File: config.mk
export PLATFORM = sky130hd
export DESIGN_NAME = fp_add_arbiter
export DESIGN_NICKNAME = d
export VERILOG_FILES = /design/src/rtl/fp_add_arbiter_pkg.sv /design/src/rtl/fp_add_arbiter_rr_picker.sv /design/src/rtl/fp_add_arbiter.sv
export SDC_FILE = /design/constraint.sdc
export NUM_CORES = 1
export LEC_CHECK = 0
export BUFFER_PORTS_ARGS = -buffer_cell sky130_fd_sc_hd__buf_2
export CAP_MARGIN = 5
export CORE_MARGIN = 4
export CORE_UTILIZATION = 27
export DETAILED_ROUTE_END_ITERATION = 10
export MAX_ROUTING_LAYER = met4
export PLACE_DENSITY_LB_ADDON = 0.08
export SETUP_SLACK_MARGIN = 0.05
export SYNTH_ARGS = -nofsm -noshare
export SYNTH_HDL_FRONTEND = slang
export SYNTH_SLANG_ARGS = --single-unit
File: constraint.sdc
create_clock -name Clock -period 3.7 [get_ports Clock]
set_input_delay 0.74 -clock Clock [delete_from_list [all_inputs] [get_ports Clock]]
set_output_delay 0.74 -clock Clock [all_outputs]
set_load 0.01 [all_outputs]
File: src/rtl/fp_add_arbiter_pkg.sv
// rtl/fp_add_arbiter_pkg.sv - shared types and width helpers for the adder arbiter
// State encoding plus word/index width derivations used by the top and the picker.
package fpaddarbpkg;

   typedef enum logic [1:0] {
      IDLE,
      ISSUE,
      WAIT,
      RESP
   } StateType;

   function automatic int word_width(input int expbits, input int mantbits);
      return 1 + expbits + mantbits;
   endfunction

   function automatic int idx_width(input int n);
      return (n > 1) ? $clog2(n) : 1;
   endfunction

endpackage

File: src/rtl/fp_add_arbiter_rr_picker.sv
// rtl/fp_add_arbiter_rr_picker.sv - combinational round-robin winner select
// Scans upward from the pointer with wrap; first valid requester wins.
module rr_picker import fpaddarbpkg::*; #(
   parameter int NREQ = 4,
   parameter int IDXW = idx_width(NREQ)
) (
   input  logic [NREQ-1:0] valid_i,
   input  logic [IDXW-1:0] ptr_i,
   output logic [NREQ-1:0] winner_o,
   output logic            any_o
);

   always_comb begin
      int idx;
      idx      = 0;
      winner_o = '0;
      any_o    = 1'b0;
      for (int k = 0; k < NREQ; k++) begin
         idx = (int'(ptr_i) + k) % NREQ;
         if (!any_o && valid_i[IDXW'(idx)]) begin
            winner_o[IDXW'(idx)] = 1'b1;
            any_o                = 1'b1;
         end
      end
   end

endmodule

File: src/rtl/fp_add_arbiter.sv
// rtl/fp_add_arbiter.sv - shares one floating-point adder among NREQ requesters
// One operation in flight: grant, issue, wait for done (with timeout), respond.
module fp_add_arbiter import fpaddarbpkg::*; #(
   parameter int  NREQ         = 4,
   parameter int  EXPBITS      = 8,
   parameter int  MANTISSABITS = 23,
   parameter int  TIMEOUT      = 64,
   localparam int W            = word_width(EXPBITS, MANTISSABITS)
) (
   input  logic              Clock,
   input  logic              Reset,
   input  logic [NREQ-1:0]   ReqValid,
   input  logic [NREQ*W-1:0] ReqA,
   input  logic [NREQ*W-1:0] ReqB,
   output logic [NREQ-1:0]   ReqGrant,
   output logic              AdderGo,
   output logic [W-1:0]      AdderA,
   output logic [W-1:0]      AdderB,
   input  logic              AdderDone,
   input  logic [W-1:0]      AdderResult,
   output logic [NREQ-1:0]   RespValid,
   output logic [W-1:0]      RespResult,
   input  logic              RespReady,
   output logic              TimeoutErr
);

   localparam int              IDXW     = idx_width(NREQ);
   localparam int              CNTW     = $clog2(TIMEOUT) + 1;
   localparam logic [CNTW-1:0] CNT_LAST = CNTW'(TIMEOUT - 1);
   localparam logic [IDXW-1:0] IDX_LAST = IDXW'(NREQ - 1);

   StateType        state_q, state_d;
   logic [IDXW-1:0] ptr_q, ptr_d;
   logic [IDXW-1:0] owner_q, owner_d;
   logic [CNTW-1:0] cnt_q, cnt_d;
   logic [W-1:0]    a_q, a_d;
   logic [W-1:0]    b_q, b_d;
   logic [W-1:0]    res_q, res_d;
   logic            tout_q, tout_d;

   logic [NREQ-1:0] winner;
   logic            any_valid;
   logic [IDXW-1:0] win_idx;

   rr_picker #(
      .NREQ (NREQ),
      .IDXW (IDXW)
   ) u_picker (
      .valid_i  (ReqValid),
      .ptr_i    (ptr_q),
      .winner_o (winner),
      .any_o    (any_valid)
   );

   always_comb begin
      win_idx = '0;
      for (int i = 0; i < NREQ; i++) begin
         if (winner[i]) begin
            win_idx = IDXW'(i);
         end
      end
   end

   always_comb begin
      state_d = state_q;
      ptr_d   = ptr_q;
      owner_d = owner_q;
      cnt_d   = cnt_q;
      a_d     = a_q;
      b_d     = b_q;
      res_d   = res_q;
      tout_d  = 1'b0;
      case (state_q)
         IDLE: begin
            if (any_valid) begin
               owner_d = win_idx;
               ptr_d   = (win_idx == IDX_LAST) ? '0 : win_idx + 1'b1;
               a_d     = ReqA[int'(win_idx)*W +: W];
               b_d     = ReqB[int'(win_idx)*W +: W];
               state_d = ISSUE;
            end
         end
         ISSUE: begin
            cnt_d   = '0;
            state_d = WAIT;
         end
         WAIT: begin
            // Done takes priority over a timeout landing in the same cycle.
            if (AdderDone) begin
               res_d   = AdderResult;
               state_d = RESP;
            end else if (cnt_q == CNT_LAST) begin
               tout_d  = 1'b1;
               state_d = IDLE;
            end else begin
               cnt_d = cnt_q + 1'b1;
            end
         end
         RESP: begin
            if (RespReady) begin
               state_d = IDLE;
            end
         end
         default: state_d = IDLE;
      endcase
   end

   always_ff @(posedge Clock) begin
      if (Reset) begin
         state_q <= IDLE;
         ptr_q   <= '0;
         owner_q <= '0;
         cnt_q   <= '0;
         a_q     <= '0;
         b_q     <= '0;
         res_q   <= '0;
         tout_q  <= 1'b0;
      end else begin
         state_q <= state_d;
         ptr_q   <= ptr_d;
         owner_q <= owner_d;
         cnt_q   <= cnt_d;
         a_q     <= a_d;
         b_q     <= b_d;
         res_q   <= res_d;
         tout_q  <= tout_d;
      end
   end

   // Grant is gated by Reset so nothing is accepted while reset is held.
   assign ReqGrant   = (state_q == IDLE && !Reset) ? winner : '0;
   assign AdderGo    = (state_q == ISSUE);
   assign AdderA     = a_q;
   assign AdderB     = b_q;
   assign RespResult = res_q;
   assign TimeoutErr = tout_q;

   always_comb begin
      RespValid = '0;
      if (state_q == RESP) begin
         RespValid[owner_q] = 1'b1;
      end
   end

endmodule

==> flow_metrics.py, run 1 <==
metrics = {
    "clock_network": {
        "clk_pin_slew_ns": 0.09,
        "clk_latency_ns": 0.37,
        "cts_tree": "yes",
        "clock_sinks": 110,
        "numCtsBuffers": 9,
        "postCtsSetupRepairBufs": 0,
        "cts.root.buffer_cell": "clkbuf_16",
        "clockBufferDepth": 2,
        "cts-htree-levels": 3,
    },
    "logic_synthesis": {
        "synth_most_common_cell": "nand2_1",
        "synth_top_area_share_pct": 29.28,
        "synth_area_mm2": 0.007520,
        "synth_edf_count": 0,
        "ys_seq_area_share_pct": 29.28,
        "synth_top_area_cell": "dfxtp_1",
        "synth_seq_cells": 110,
        "post_synth_num_cell_types": 50,
        "synthFlopType": "dfxtp_1",
        "synth_area_leaders": "dfxtp_1 29%, nand3_1 8.8%, o211a_1 8.7%, o21ai_0 8.6%, nand2_1 7.1%",
        "synth.top_cells.by_count": "143 x nand2_1, 132 x nand3_1, 129 x o21ai_0",
        "yosysWarnings": 0,
        "avgSynthCellArea_um2": 7.210,
        "syn-instance-count": 1043,
        "synthArstFlopShare_pct": 0,
        "synth_nets": 1353,
    },
    "routing": {
        "wl_um": 35160,
        "route.detailed.drc": 0,
        "viasPerCell": 5.292,
        "avgRoutedWirePerCell_um": 20.15,
        "drt-initial-drc-count": 587,
        "num_vias": 9234,
        "dr.pass1.iters": 5,
        "antenna_left": 0,
    },
    "critical_path": {
        "path_cells": "inv_1 > ha_2 > mux4_2 > or2_1 > o21a_2 > nor2_1 > buf_2",
        "worstSetupStartpointType": "register",
        "cp_max_fo": 8,
        "worstPathRequired_ns": 2.96,
        "crit_type": "register to output port",
        "arrival_ns": 2.79,
        "crit_slowest_cell": "mux4_2",
        "max_stage_delay_ns": 0.59,
        "critPathCaptureType": "output port",
    },
    "layout": {
        "nets": 1667,
        "area_growth_pct": 34.58,
        "final_cell_area_mm2": 0.01012,
        "finish.utilization_pct": 37.24,
        "drive_gt1_share_pct": 34.07,
        "ff_latch_area_mm2": 0.002202,
        "fillers": 2971,
        "multi_input_area_mm2": 0.004783,
    },
    "timing": {
        "worstMarginPinSlew_ns": 0.7986,
        "tns_ns": 0,
        "grt_setup_unrepaired": "false",
        "fin_crit_sh_pct": 95.40,
        "hold_violations": 0,
        "finalCriticalPeriod_ns": 3.530,
        "drv_slew": 0,
        "skew_ns": 0.01553,
        "maxSlewHeadroom_pct": 46.76,
        "max_freq_ghz": 0.2833,
        "finalSetupViolCount": 0,
    },
    "pwr": {
        "peakVddDrop_v": 0.0003344,
        "clockPowerShare_pct": 14.7,
        "p_per_area_mw_per_mm2": 708.3,
        "netSwitchingFraction_pct": 49.29,
        "p_sw_mw": 3.533,
        "power_frac_comb_pct": 61.9,
        "p_leak_nw": 4.594,
        "p_int_mw": 3.635,
        "seqPwrFrac_pct": 23.4,
    },
    "floorplan": {
        "io_pins": 402,
        "start_util_pct": 27.67,
        "core_region_area_mm2": 0.02718,
        "die_area_mm2": 0.03058,
        "die_height_um": 174.9,
        "row_count": 60,
        "die_w_um": 174.9,
    },
    "global_route": {
        "antenna_found_initial": 11,
        "grt_max_degree": 77,
        "grt_pass1_vias": 8978,
        "grt_usage_pct": 22.17,
        "grt-ovfl-total": 0,
        "grt_pass1_wl_um": 52850,
    },
    "worst_hold_path": {
        "hp-class": "register to register",
    },
    "placed_design": {
        "place_area_mm2": 0.009784,
        "hpwl_um": 23560,
        "place.port_buffers": 401,
        "gp_congestion": 0.8167,
    },
    "job": {
        "drv_cap": 0,
    },
    "run_status": {
        "status": "completed",
    },
}
-- logic make-up (layout without fill, tap and decap cells) --
family                   count (synthesis)  after routing  share of synthesized area [%]
adder cells (fa/ha/maj)                 14             14                          2.329
flip-flops                             110            110                          29.28
buffers and inverters                  134            453                          7.987
AO/OA/AOI/OAI                          452            452                          38.52
XOR/XNOR                                 3              3                         0.3495
other                                    0             11                              0
multiplexers                            11             11                          2.146
AND/OR/NAND/NOR                        319            319                          19.38
-- layout by cell type (no fill, tap or decap), types with 2 or more instances in the layout --
master,netlist,layout
buf_12,0,8
dfxtp_1,110,110
ha_1,14,12
inv_6,0,2
buf_2,45,401
a21o_1,3,2
nor2_1,15,15
inv_8,0,2
inv_1,11,9
and3_1,4,4
o21ai_0,129,129
nor2b_1,5,3
nand3_1,132,132
a31oi_1,66,66
mux4_2,4,4
o211a_1,65,65
o21ai_4,0,2
clkbuf_16,0,9
ha_2,0,2
mux2i_1,6,6
o211ai_1,66,66
xnor2_1,3,3
diode_2,0,11
nor3_1,2,2
nand3b_1,3,3
a221oi_1,2,2
inv_2,0,2
a21oi_1,104,104
nand2_1,143,142
o21ai_1,3,2
buf_4,1,17
nor4b_1,2,2
nand2b_2,0,2
-- routing by layer --
metal	track usage, %	part of all wire [%]	vias up
li1	-	-	4500
met3	4.673	6.8	35
met5	-	0	-
met4	5.827	2.0	0
met1	28.96	45	4309
met2	35.07	47	390
-- metrics by stage --
| step | hold slack, ns | setup slack, ns | power [mW] | instances |
|---|---|---|---|---|
| after detailed placement | 0.4435 | 0.4621 | 6.165 | 1718 |
| after global routing | 0.4735 | 0.05310 | 7.740 | 1745 |
| after global placement | 0.4393 | 0.4646 | 6.156 | 1718 |
| after CTS | 0.4576 | 0.09085 | 7.249 | 1734 |
| after floorplan | 0.4447 | 0.08731 | 4.643 | 1043 |
| final | 0.4539 | 0.1702 | 7.168 | 1745 |
-- power groups by stage --
| stage | Clock (mW) | Combinational, mW | Sequential, mW |
|---|---|---|---|
| 4_1_cts | 1.10 | 4.48 | 1.68 |
| 3_5_place_dp | 0 | 4.47 | 1.70 |
| 6_report | 1.05 | 4.44 | 1.68 |
| 5_1_grt | 1.13 | 4.90 | 1.71 |
| 2_1_floorplan | 0 | 2.82 | 1.83 |
| 3_3_place_gp | 0 | 4.45 | 1.70 |
-- area by class of cell --
class                      instances  area share [%]
clock buffer                       9           2.226
sequential                       110           21.76
timing repair buffer             426           22.68
clock inverter                     7          0.7913
multi-input combinational        799           47.27
antenna                           11          0.2720
tap                              372           4.599
inverter                          11          0.4080
-- state kept, by name, summed over array words and instances (netlist names) --
signal and flops:
ptr_q 2, owner_q 2, state_q 2, TimeoutErr 1, AdderB 32, AdderA 32
cnt_q 7, RespResult 32
-- timing repair --
| item | 4_1_cts | 5_1_grt |
|---|---|---|
| hold buffers | 0 | 0 |
| endpoints found under the setup margin | 0 | 4 |
| gates resized for setup | 0 | 1 |
| endpoints found under the hold margin | 0 | 0 |
-- worst max-delay path, delay by kind of cell (launching register included) --
kind | cells | cell delay (ns)
compound gates | 1 | 0.29
fa+ha+maj | 1 | 0.44
buf+inv | 2 | 0.25
flops | 1 | 0.34
mux | 1 | 0.59
simple gates | 2 | 0.51
-- worst paths after layout --
kind / start / to / slack (ns) / depth (start not counted)
worst max-delay path: ptr_q[0] / ReqGrant[3] / 0.17 / 7
worst min-delay path: RespResult[21] / RespResult[21] / 0.45 / 2
worst max register to register: ptr_q[0] / AdderA[7] / 0.59 / 9
worst min register to register: RespResult[21] / RespResult[21] / 0.45 / 2
No activity file was read; power rests on OpenSTA's default activity.
==> run 2: changes to the inputs <==
Settings changed: ABC_AREA from default to 1.
==> run 2 against run 1 <==
Effect of this change:
- clock skew is 0.00077 ns higher
- largest power group unchanged
- synthesized cell count is 50% higher
- core utilization is 1.7 points lower
- routed wire length is 5.8% lower
- critical path type unchanged
- sequential power is 8% higher
- largest cell class unchanged
- combinational power is 51% higher
- die area is 10% higher
- worst hold slack worse by 0.0043 ns
- highest routed layer unchanged
- maximum frequency is 5.6% higher
- register-to-register slack worse by 0.06 ns
==> flow_metrics.py, run 2 <==
metrics = {
    "floorplan": {
        "die_area_mm2": 0.03378,
        "core_region_area_mm2": 0.03051,
        "die_w_um": 183.8,
        "io_pins": 402,
        "row_count": 64,
        "start_util_pct": 27.35,
        "die_height_um": 183.8,
    },
    "timing": {
        "worst_slack_ns": 0.3587,
        "finalCriticalPeriod_ns": 3.341,
        "fin_crit_sh_pct": 90.31,
        "hold_violations": 0,
        "worstMarginPinSlew_ns": 1.009,
        "tns_ns": 0,
        "maxSlewHeadroom_pct": 32.55,
        "grt_setup_unrepaired": "false",
        "finalSetupViolCount": 0,
        "drv_slew": 0,
        "skew_ns": 0.01629,
        "max_freq_ghz": 0.2993,
    },
    "critical_path": {
        "cp_max_fo": 10,
        "critical_path_buf_inv_count": 4,
        "path_cells": "inv_2 > ha_1 > inv_1 > nand3_1 > nand2_1 > nand2_4 > nor2_2 > nand2_1 > nand3_4 > nand2_1 > inv_1 > buf_2",
        "worstSetupStartpointType": "register",
        "crit_type": "register to output port",
        "crit_slowest_cell": "dfxtp_1",
        "cp_top_family": "simple AND/OR/NAND/NOR gates",
        "max_stage_delay_ns": 0.54,
        "rr_startpoint": "ptr_q[0]",
        "critPathCaptureType": "output port",
        "arrival_ns": 2.60,
        "cp.depth": 12,
        "worst-r2r-cell-count": 12,
        "worstPathRequired_ns": 2.96,
        "startpoint": "ptr_q[0]",
        "rrSetupSlack_ns": 0.53,
        "crit_top_cell": "nand2_1",
    },
    "placed_design": {
        "gp_congestion": 0.8648,
        "place.port_buffers": 401,
        "hpwl_um": 23820,
        "pre_cts_slack_ns": 0.4565,
    },
    "routing": {
        "drt-initial-drc-count": 338,
        "num_vias": 9843,
        "wl_um": 33130,
        "antenna_left": 0,
        "dr.pass1.iters": 5,
        "viasPerCell": 4.256,
        "avgRoutedWirePerCell_um": 14.32,
        "route.detailed.drc": 0,
    },
    "global_route": {
        "grt-ovfl-total": 0,
        "grt_usage_pct": 19.13,
        "grt_max_degree": 71,
        "antenna_found_initial": 2,
        "grt_pass1_wl_um": 49990,
        "grt_pass1_vias": 9172,
    },
    "clock_network": {
        "clock_sinks": 110,
        "postCtsSetupRepairBufs": 0,
        "cts.root.buffer_cell": "clkbuf_16",
        "numCtsBuffers": 9,
        "clk_pin_slew_ns": 0.09,
        "cts.hold.buffers_added": 0,
        "clk_latency_ns": 0.37,
        "cts_tree": "yes",
        "cts_resized": 0,
        "cts-htree-levels": 3,
        "clockBufferDepth": 2,
    },
    "pwr": {
        "netSwitchingFraction_pct": 55.18,
        "seqPwrFrac_pct": 18.9,
        "clockPowerShare_pct": 10.9,
        "p_int_mw": 4.299,
        "p_leak_nw": 6.886,
        "peakVddDrop_v": 0.0007591,
        "p_per_area_mw_per_mm2": 883.5,
        "power_frac_comb_pct": 70.1,
        "p_sw_mw": 5.293,
    },
    "logic_synthesis": {
        "synth_nets": 1870,
        "post_synth_num_cell_types": 27,
        "ys_seq_area_share_pct": 26.39,
        "synth_top_area_cell": "dfxtp_1",
        "yosysWarnings": 0,
        "synth_area_mm2": 0.008343,
        "synthArstFlopShare_pct": 0,
        "synth_area_leaders": "dfxtp_1 26%, nor2_1 18%, nand2_1 17%, inv_1 14%, nand3_1 8.5%",
        "synth_edf_count": 0,
        "synth_most_common_cell": "nor2_1",
        "synthFlopType": "dfxtp_1",
        "synth_seq_cells": 110,
        "synth.top_cells.by_count": "396 x nor2_1, 372 x nand2_1, 310 x inv_1",
        "synth_top_area_share_pct": 26.39,
        "avgSynthCellArea_um2": 5.348,
        "syn-instance-count": 1560,
    },
    "layout": {
        "nets": 2219,
        "drive_gt1_share_pct": 24.14,
        "final_cell_mix": "401 x buf_2, 395 x nor2_1, 369 x nand2_1",
        "fillers": 3612,
        "layout_commonest_cell": "buf_2",
        "area_growth_pct": 30.13,
    },
    "worst_hold_path": {
        "hp-class": "register to register",
        "hold_depth": 2,
        "hold_start": "cnt_q[6]",
    },
    "job": {
        "drv_cap": 0,
    },
    "run_status": {
        "status": "completed",
    },
}
-- run 2: changes by cell type in the layout (fill, tap and decap cells not counted), moves of 89 or more --
cell / delta
o21ai_0: -89
inv_1: +301
nor2_1: +380
a21oi_1: -89
nand2_1: +227
-- run 2: cells by family after synthesis --
group	synth area share, %
buffers and inverters	22.05
XOR/XNOR	0.2100
AND/OR/NAND/NOR	45.76
flip-flops	26.39
adder cells (fa/ha/maj)	2.100
AO/OA/AOI/OAI	3.494
-- run 2: path summary, 6_finish.rpt --
| check | endpoint |
|---|---|
| worst max-delay path | ReqGrant[3] |
| worst min-delay path | cnt_q[6] |
| worst max register to register | AdderA[1] |
| worst min register to register | cnt_q[6] |
-- run 2: through the flow --
stage	total power, mW	hold WS [ns]	cells	instance area [µm²]	utilization, %
floorplan	6.873	0.4218	1560	8343	-
global placement	8.672	0.4291	2294	10540	34.55
detailed placement	8.705	0.4353	2294	10540	34.55
CTS	9.809	0.4497	2310	10850	35.56
global route	10.73	0.4815	2312	10850	35.58
finish	9.591	0.4497	2313	10860	35.58
-- run 2: final cells by class --
| type | count | area [µm²] | area share, % |
|---|---|---|---|
| inverter | 354 | 1329 | 12.24 |
| clock buffer | 9 | 225.2 | 2.074 |
| clock inverter | 7 | 83.83 | 0.7722 |
| multi-input combinational | 1016 | 4329 | 39.88 |
| antenna | 3 | 7.507 | 0.06915 |
| timing repair buffer | 418 | 2185 | 20.12 |
| tap | 396 | 495.5 | 4.564 |
| sequential | 110 | 2202 | 20.28 |
-- run 2: worst register-to-register path, delay by kind of cell, from the launching register on --
family        cells  cell delay (ns)
flops             1             0.54
fa+ha+maj         1             0.41
buf+inv           4             0.70
simple gates      7             1.40
-- run 2: per-layer routing --
layer | track usage [%] | share of wire (%) | up-vias
li1 | - | - | 5203
met1 | 23.75 | 44 | 4297
met2 | 32.48 | 48 | 322
met3 | 3.522 | 7.0 | 21
met4 | 4.289 | 1.3 | 0
met5 | - | 0 | -
-- run 2: power by group through the flow --
stage                     combinational (mW)  sequential, mW  clock (mW)
after detailed placement                6.86            1.85           0
after global routing                    7.72            1.87        1.14
after global placement                  6.83            1.84           0
final                                   6.72            1.82        1.05
after floorplan                         4.91            1.96           0
after CTS                               6.87            1.83        1.11
==> run 3: changes to the inputs <==
Settings changed: CAP_MARGIN 5 to 20, RECOVER_POWER from default to 25.
==> run 3 against run 2 <==
Effect of this change:
- the run now ends with max-capacitance violations, max-slew violations left
- maximum frequency hardly changed
- routed wire length is 0.25% higher
- sequential share of layout area is 0.13 points higher
- die area stayed put
- register-to-register slack hardly changed
- setup slack hardly changed
- via count is 0.15% lower
- final cell count stayed put
- final area is 0.63% lower
- combinational power is 0.6% lower
- sequential power hardly changed
- critical path type unchanged
- largest cell class unchanged
==> flow_metrics.py, run 3 (synthesized netlist as in run 2, its figures left out) <==
metrics = {
    "layout": {
        "nets": 2219,
        "final_cell_mix": "395 x nor2_1, 369 x nand2_1, 348 x buf_2",
        "final_cells": 2313,
        "drive_gt1_share_pct": 21.37,
        "area_growth_pct": 29.30,
        "layout_commonest_cell": "nor2_1",
    },
    "placed_design": {
        "place.port_buffers": 401,
        "hpwl_um": 23820,
        "place_inst": 2294,
        "gp_congestion": 0.8648,
    },
    "critical_path": {
        "max_stage_delay_ns": 0.54,
        "worstSetupStartpointType": "register",
        "startpoint": "ptr_q[0]",
        "worstPathRequired_ns": 2.96,
        "worst-r2r-cell-count": 13,
        "critPathCaptureType": "output port",
        "rrSetupSlack_ns": 0.52,
        "crit_slowest_cell": "dfxtp_1",
        "endpoint": "ReqGrant[3]",
        "path_cells": "inv_2 > ha_1 > inv_1 > nand3_1 > nand2_1 > nand2_4 > nor2_2 > nand2_1 > nand3_4 > nand2_1 > inv_1 > buf_2",
        "rr_startpoint": "ptr_q[0]",
        "crit_type": "register to output port",
        "cp_max_fo": 10,
        "arrival_ns": 2.60,
        "reg2reg_to": "AdderA[29]",
        "crit_top_cell": "nand2_1",
    },
    "job": {
        "drv_cap": 1,
    },
    "floorplan": {
        "die_area_mm2": 0.03378,
        "io_pins": 402,
        "core_region_area_mm2": 0.03051,
        "start_util_pct": 27.35,
        "die_w_um": 183.8,
        "die_height_um": 183.8,
        "row_count": 64,
    },
    "timing": {
        "tns_ns": 0,
        "skew_ns": 0.01481,
        "worstMarginPinSlew_ns": 1.694,
        "finalSetupViolCount": 0,
        "max_freq_ghz": 0.2993,
        "drv_slew": 71,
        "hold_violations": 0,
        "fin_crit_sh_pct": 90.31,
        "grt_setup_unrepaired": "false",
        "maxSlewHeadroom_pct": -12.95,
        "finalCriticalPeriod_ns": 3.342,
    },
    "clock_network": {
        "cts_tree": "yes",
        "clk_latency_ns": 0.37,
        "clockBufferDepth": 2,
        "clk_pin_slew_ns": 0.09,
        "cts.root.buffer_cell": "clkbuf_16",
        "cts_resized": 0,
        "postCtsSetupRepairBufs": 0,
        "clock_sinks": 110,
        "cts.hold.buffers_added": 0,
        "cts-htree-levels": 3,
        "numCtsBuffers": 9,
    },
    "global_route": {
        "met1_usage_pct": 23.75,
        "grt_max_degree": 71,
        "grt_usage_pct": 19.13,
        "antenna_found_initial": 2,
        "grt_pass1_vias": 9172,
        "grt-ovfl-total": 0,
        "global_route.peak_usage_layer": "met2",
        "use_met3_pct": 3.522,
        "use_met2_pct": 32.48,
        "grt_pass1_wl_um": 49990,
    },
    "routing": {
        "wl_um": 33210,
        "num_vias": 9828,
        "antenna_left": 0,
        "drt-initial-drc-count": 336,
        "route.detailed.drc": 0,
        "viasPerCell": 4.249,
        "avgRoutedWirePerCell_um": 14.36,
        "dr.pass1.iters": 5,
    },
    "pwr": {
        "netSwitchingFraction_pct": 55.50,
        "p_int_mw": 4.250,
        "p_sw_mw": 5.300,
        "p_per_area_mw_per_mm2": 885.3,
        "power_frac_comb_pct": 69.9,
        "finalPower_mw": 9.551,
        "clockPowerShare_pct": 11.0,
        "peakVddDrop_v": 0.0007598,
        "p_leak_nw": 6.680,
        "seqPwrFrac_pct": 19.1,
    },
    "worst_hold_path": {
        "hp-class": "register to register",
    },
    "run_status": {
        "status": "complete, but fails checks",
        "failed_checks": "max-capacitance violations, max-slew violations",
    },
}
run 3: cell count changes in the layout (fill, tap and decap cells not counted):
cell / before / now
clkbuf_2: 0 / 1
buf_4: 13 / 12
clkbuf_1: 0 / 53
buf_2: 401 / 348
run 3: cell type report:
type / instances / area [µm²]
multi-input cells: 1016 / 4329
inverters: 354 / 1329
clock inverters: 7 / 83.83
repair buffers: 418 / 2116
diodes: 3 / 7.507
clock buffers: 9 / 225.2
fillers: 3640 / 19720
flip-flops and latches: 110 / 2202
well taps: 396 / 495.5
run 3: through the flow:
| step | worst slack [ns] | hold WS [ns] | utilization [%] | instance area (µm²) |
|---|---|---|---|---|
| finish | 0.3584 | 0.4497 | 35.36 | 10790 |
| global route | 0.1039 | 0.4815 | 35.35 | 10790 |
| detailed placement | 0.4565 | 0.4353 | 34.55 | 10540 |
| global placement | 0.6090 | 0.4291 | 34.55 | 10540 |
| floorplan | 0.9201 | 0.4218 | - | 8343 |
| CTS | 0.3204 | 0.4497 | 35.56 | 10850 |
run 3: worst max-delay path, delay by kind of cell, from the launching register on:
kind / cells / cell delay (ns)
adders and majority gates: 1 / 0.40
buffers and inverters: 4 / 0.47
DFF: 1 / 0.54
and+or+nand+nor: 7 / 0.81
run 3: worst min path at each step:
stage / from / to / cells past startpoint
after global routing: cnt_q[6] / cnt_q[6] / 2
after floorplan: cnt_q[6] / cnt_q[6] / 2
after global placement: cnt_q[6] / cnt_q[6] / 2
final: cnt_q[6] / cnt_q[6] / 2
after detailed placement: cnt_q[6] / cnt_q[6] / 2
after CTS: cnt_q[6] / cnt_q[6] / 2
run 3: layer usage:
layer	vias to the layer above	part of all wire, %	wire, µm
li1	5202	-	-
met1	4306	44	14700
met2	299	48	15850
met3	21	6.7	2219
met4	0	1.3	442
met5	-	0	0
run 3: power by group through the flow:
stage / logic [mW] / clock network [mW] / registers [mW]
after floorplan: 4.91 / 0 / 1.96
after global placement: 6.83 / 0 / 1.84
after detailed placement: 6.86 / 0 / 1.85
after CTS: 6.87 / 1.11 / 1.83
after global routing: 7.67 / 1.14 / 1.87
final: 6.68 / 1.05 / 1.82
